### src/rtl/control_store_loader.sv
// control_store_loader
//   Loads a 2**ADDR_W-word control store from a host over a valid/ready
//   word stream, then releases the program counter and serves control words
//   combinationally by fetch address.
//
//   Optional build macro: LOADER_CHECKSUM_EN
//     defined   - a 17th word is accepted after the program.
//                 It must equal the XOR of the 16 program words.
//                 A mismatch parks the block in ERROR with load_error set.
//     undefined - the 16th word goes straight to RUN; load_error is tied 0.
//
//   Ports
//     clk         rising-edge clock for all state
//     rst         synchronous active-high reset (clears memory too)
//     load_start  restart a program load; wins over a same-cycle transfer
//     wr_valid    host word valid
//     wr_data     host program/checksum word
//     wr_ready    block accepts a word this cycle (state decode only)
//     addr        fetch address from the program counter
//     prog        control word at addr in RUN, NOP (0) otherwise
//     cpu_hold    hold the program counter (low only in RUN)
//     load_done   single-cycle pulse on the first RUN cycle of each load
//     load_count  words accepted in the current load, 0..2**ADDR_W
//     load_error  checksum mismatch flag
//
//   state   | meaning
//   --------+--------------------------------------------------
//   S_IDLE  | out of reset, waiting for load_start
//   S_LOAD  | accepting program words into the store
//   S_CHECK | accepting the checksum word (checksum build only)
//   S_RUN   | store valid, CPU released
//   S_ERROR | checksum mismatch, CPU held until load_start/rst
module control_store_loader #(
  parameter int ADDR_W = 4,
  parameter int DATA_W = 10
) (
  input  logic              clk,
  input  logic              rst,
  input  logic              load_start,
  input  logic              wr_valid,
  input  logic [DATA_W-1:0] wr_data,
  output logic              wr_ready,
  input  logic [ADDR_W-1:0] addr,
  output logic [DATA_W-1:0] prog,
  output logic              cpu_hold,
  output logic              load_done,
  output logic [ADDR_W:0]   load_count,
  output logic              load_error
);

  localparam int DEPTH = 1 << ADDR_W;
  localparam logic [ADDR_W:0] LAST_IDX = (ADDR_W+1)'(DEPTH - 1);

`ifdef LOADER_CHECKSUM_EN
  typedef enum logic [2:0] {S_IDLE, S_LOAD, S_CHECK, S_RUN, S_ERROR} state_t;
`else
  typedef enum logic [2:0] {S_IDLE, S_LOAD, S_RUN, S_ERROR} state_t;
`endif

  state_t            state_q;
  logic [DATA_W-1:0] mem_q [DEPTH];
  logic [ADDR_W:0]   count_q;
  logic [ADDR_W:0]   count_d;
  logic              done_q;
  logic              xfer;

`ifdef LOADER_CHECKSUM_EN
  logic [DATA_W-1:0] xor_q;
  logic [DATA_W-1:0] xor_d;
  logic              error_q;

  assign xor_d      = xor_q ^ wr_data;
  assign wr_ready   = (state_q == S_LOAD) || (state_q == S_CHECK);
  assign load_error = error_q;
`else
  assign wr_ready   = (state_q == S_LOAD);
  assign load_error = 1'b0;
`endif

  assign xfer       = wr_valid & wr_ready;
  assign count_d    = count_q + (ADDR_W+1)'(1);
  assign cpu_hold   = (state_q != S_RUN);
  assign load_done  = done_q;
  assign load_count = count_q;
  assign prog       = (state_q == S_RUN) ? mem_q[addr] : '0;

  always_ff @(posedge clk) begin
    if (rst) begin
      state_q <= S_IDLE;
      count_q <= '0;
      done_q  <= 1'b0;
      for (int i = 0; i < DEPTH; i++) begin
        mem_q[i] <= '0;
      end
`ifdef LOADER_CHECKSUM_EN
      xor_q   <= '0;
      error_q <= 1'b0;
`endif
    end else begin
      done_q <= 1'b0;
      if (load_start) begin
        // A restart drops whatever word is being offered this cycle.
        state_q <= S_LOAD;
        count_q <= '0;
`ifdef LOADER_CHECKSUM_EN
        xor_q   <= '0;
        error_q <= 1'b0;
`endif
      end else begin
        case (state_q)
          S_LOAD: begin
            if (xfer) begin
              mem_q[count_q[ADDR_W-1:0]] <= wr_data;
              count_q <= count_d;
`ifdef LOADER_CHECKSUM_EN
              xor_q <= xor_d;
`endif
              if (count_q == LAST_IDX) begin
`ifdef LOADER_CHECKSUM_EN
                state_q <= S_CHECK;
`else
                state_q <= S_RUN;
                done_q  <= 1'b1;
`endif
              end
            end
          end
`ifdef LOADER_CHECKSUM_EN
          S_CHECK: begin
            if (xfer) begin
              if (wr_data == xor_q) begin
                state_q <= S_RUN;
                done_q  <= 1'b1;
              end else begin
                state_q <= S_ERROR;
                error_q <= 1'b1;
              end
            end
          end
`endif
          default: ;
        endcase
      end
    end
  end

endmodule

### config.mk
export PLATFORM = sky130hd
export DESIGN_NAME = control_store_loader
export DESIGN_NICKNAME = d
export VERILOG_FILES = /design/src/rtl/control_store_loader.sv
export SDC_FILE = /design/constraint.sdc
export NUM_CORES = 1
export LEC_CHECK = 0
export CAP_MARGIN = 0
export CORE_ASPECT_RATIO = 1.25
export CORE_MARGIN = 4
export CORE_UTILIZATION = 38
export DETAILED_ROUTE_END_ITERATION = 10
export MAX_ROUTING_LAYER = met4
export SYNTH_ARGS = -nofsm -noshare
export SYNTH_HDL_FRONTEND = slang
export SYNTH_SLANG_ARGS = --single-unit
### constraint.sdc
create_clock -name clk -period 2.8 [get_ports clk]
set_input_delay 0.56 -clock clk [delete_from_list [all_inputs] [get_ports clk]]
set_output_delay 0.56 -clock clk [all_outputs]
set_load 0.01 [all_outputs]
After elaboration in Yosys (flattened, before gate mapping) --
Memories as Yosys holds them, arrays and structs flattened. Cells that the tools add are included.
Storage, ports and cells: bits in latches 0, output and inout bits 19, bits in writable memories 160, flip-flop bits (word level) 8, bits in read-only memories 0, memories kept 1
Memories:
- mem_q | words 16, width 10, read ports 1, clocked after memory_dff 0, write ports 16, RTL line 61 | logic [DATA_W-1:0] mem_q [DEPTH];
Operators by class: $add $sub $neg 1, equality and inequality tests 4, $lt $le $gt $ge 0, divide/modulo/power cells 0, reductions and logical operators 9, mux-type cells 16, shift operators 0, multiply operators 0, bitwise logic cells 3
Operators with widths (count):
- $mux 10 | 2
- $mux 1 | 13
- $reduce_or 10->1 | 1
- $reduce_and 3->1 | 2
- $reduce_bool 2->1 | 3
- $add 5x1->5 const B | 1
- $eq 5x4->1 const B | 1
- $mux 4 | 1
- $reduce_or 4->1 | 1
- $eq 2x1->1 const B | 1
- $eq 2x2->1 const B | 1
- $ne 2x2->1 const B | 1
- $not 1->1 | 2
- $reduce_and 2->1 | 1
- $reduce_or 2->1 | 1
- $and 1x1->1 | 1

Logic depth before layout (Yosys ltp) --
depth after elaboration 9, mapped depth 7, depth with buffers taken out 6

Worst setup path after synthesis --
Ideal clock, no wire load.
path kind input to output, start point input addr[2], end point output prog[7], path slack 573 ps, path buffers 3, arrival 1667 ps, cell stages on the path 7, path through buf_2 -> and2_1 -> clkbuf_1 -> buf_2 -> a22oi_1 -> nand2_1 -> o21ai_0
On the way: cells in the longest elaborated chain, start to end 2
RTL lines:
- start, declared | RTL line 43 | input logic [ADDR_W-1:0] addr,
- $mem_v2 16x10
- $mux 10 | RTL line 85 | assign prog = (state_q == S_RUN) ? mem_q[addr] : '0;
- end, declared | RTL line 44 | output logic [DATA_W-1:0] prog,
Every way passes these cells.

Worst setup path after layout --
start point input addr[0], end point output prog[7]
The elaborated chain is that of the path after synthesis.

==> results.tsv <==
metric	value	unit
status	completed	
end_kind	output port	
ff2ff_setup_slack	0.90	ns
cts_num_sinks	168	
final.period_utilization	97.9	%
ant_nets	0	
ys_async_sr_fraction	0	%
io_pins	37	
drive_above_1_share	20.1	%
timing.fmax	365	MHz
cts_tree	built	
syn-num-nets	622	
finalCriticalPeriod	2.74	ns
drtIter0Drc	496	
worstSkewPairLatency	0.43	ns
cts_buffers	17	
path_clk_slew	0.07	ns
dp.cells	910	
wire_per_inst	21.4	µm
clock_path_buffers	2	
leakage	0.00382	µW
p_per_area	588	nW/µm²
cts_root_buf	clkbuf_16	
synth.top_cell.area_share	60.3	%
crit_path_max_fanout	7	
start_util	38.4	%
grt_usage	18.9	%
syn_area_per_cell	13.3	µm²
grt_max_degree	19	
path_class	in2out	
ys_ff_latch	168	
seqCellArea	4970	µm²
instances_no_fill	949	
cp-start-kind	primary input	
route.vias.total	4883	
hold_ws	0.502	ns
synth_flop_cell	edfxtp_1	
setup_viol	0	
hpwl	14100	µm
num_antenna_cells	0	
fin_util	46.3	%
grt_overflow	0	
hp-class	reg2reg	
drt_wl_total	20300	µm
yosysUniqueCellTypes	35	
fp-row-count	59	
rsz0062_at_grt	false	
grt_pass1_vias	5075	
vdd_drop_max	0.000429	V
syn_area	7970	µm²
area_delta_synth_final	20.6	%
tightest_slew	0.841	ns
antenna_found_initial	0	
synth-edff-count	160	
min_path_cells	2	
cp.arrival	2.18	ns
viasPerCell	5.15	
drc	0	
io_buffers	35	
crit_required	2.24	ns
synth_sequential_area_ratio	62.3	%
fin_ws	0.0590	ns
htree_levels	4	
synthTopCellsByArea	edfxtp_1 60%, and2_1 13%, mux2i_1 8.8%	
synth_top_area_cell	edfxtp_1	
dieArea	23400	µm²
yosys_warnings	0	
core	20700	µm²
layout.nets	685	
ff2ff_path_depth	4	
dieHeight	170	µm
drv_slew	0	
multiInputGateArea	2800	µm²
fin_worst_skew	0.00974	ns
routabilityCongestion	0.889	
drtPass1Iterations	5	
ctsHoldBuffers	0	
die_w	138	µm
grt_pass1_wl	31000	µm
drv_cap	0	
dp_slack	-0.452	ns
slew_headroom	43.8	%
syn-instance-count	599	
nFillCells	1826	
hold_violations	0	
## cells in the final DEF (no fill, tap or decap), types with 2 or more instances in the layout
cell type / n
a22oi_1: 32
mux4_2: 5
mux2i_1: 64
o21ai_0: 6
ha_1: 5
a22o_1: 3
clkbuf_16: 17
nand3_2: 4
nor3_2: 4
and2_1: 160
dlygate4sd2_1: 7
buf_12: 4
clkinv_8: 2
dfxtp_1: 7
nand2_1: 10
inv_8: 5
nor2b_1: 6
or2_2: 17
buf_4: 52
edfxtp_1: 160
bufbuf_16: 2
a21oi_1: 3
dlymetal6s2s_1: 2
nand2b_1: 4
inv_1: 5
xor2_1: 2
mux2i_2: 5
clkdlybuf4s50_1: 23
inv_6: 4
clkinv_4: 3
nor2_1: 22
nand3_1: 10
## sequential cells by signal (all words and copies together), names as in the netlist
name	cells
load_count	5
load_done	1
mem_q	160
state_q	2
## cells in the mapped netlist (3+ instances only)
master / n
a21oi_1: 3
a22o_1: 3
a22oi_1: 32
and2_1: 161
buf_2: 14
buf_4: 6
clkbuf_1: 19
clkbuf_2: 6
dfxtp_1: 8
edfxtp_1: 160
ha_1: 5
inv_1: 5
mux2i_1: 70
mux4_2: 5
nand2_1: 10
nand2b_1: 6
nand3_1: 10
nand3_2: 4
nor2_1: 22
nor2b_1: 6
nor3_2: 4
o21ai_0: 7
o31ai_1: 3
or2_2: 17
## worst max-delay path: stages
cell and delay, ns:
buf_6 0.15, bufbuf_16 0.30, mux2i_1 0.35, a22oi_1 0.17
nand3_1 0.10, o21ai_0 0.07, clkdlybuf4s50_1 0.48
## final timing paths
kind | start | to
worst max-delay path | addr[0] | prog[7]
worst min-delay path | state_q[1] | state_q[1]
worst max register to register | state_q[1] | mem_q[11][3]
worst min register to register | state_q[1] | state_q[1]
## per-stage QoR
step	total power (µW)	cell area, µm²	setup TNS [ns]
6_report	5650	9610	0
5_1_grt	5850	9610	0
4_1_cts	5690	9610	0
3_5_place_dp	3300	8830	-3.83
3_3_place_gp	3290	8830	-3.47
2_1_floorplan	3110	7970	0
## final cells by class
cell class                      instances  share of cell area [%]
Multi-Input combinational cell        377                    29.1
Clock inverter                         15                    1.87
Inverter                                5                   0.195
Tap cell                              274                    3.57
Sequential cell                       168                    51.7
Clock buffer                           17                    4.43
Timing Repair Buffer                   93                    9.15
## where the power goes
part / total, µW / internal, µW / switching, µW
Clock: 2380 / 1280 / 1100
Sequential: 2850 / 2820 / 25.6
Combinational: 427 / 174 / 253
Total: 5650 / 4280 / 1370
## timing repair
action,4_1_cts,5_1_grt
pin swaps,0,0
cloned,2,0
setup buffers,5,0
gates resized for setup,31,5
endpoints found under the hold margin,0,0
endpoints found under the setup margin,10,3
## cells by family after synthesis
| logic type | synth area share, % |
|---|---|
| xor+xnor | 0.330 |
| fa+ha+maj | 0.785 |
| mux | 10.2 |
| buf+inv | 3.38 |
| flops | 62.3 |
| compound gates | 4.35 |
| simple gates | 18.6 |
| other cells | 0.0471 |
## routing by layer
metal / vias up / global-route usage [%] / part of all wire [%] / wire (µm)
li1: 2262 / - / - / -
met1: 2448 / 24.3 / 43 / 8790
met2: 144 / 29.9 / 49 / 9930
met3: 29 / 4.70 / 5.7 / 1170
met4: 0 / 5.47 / 2.1 / 425
met5: - / - / 0 / 0
No activity file was read; power rests on OpenSTA's default activity.
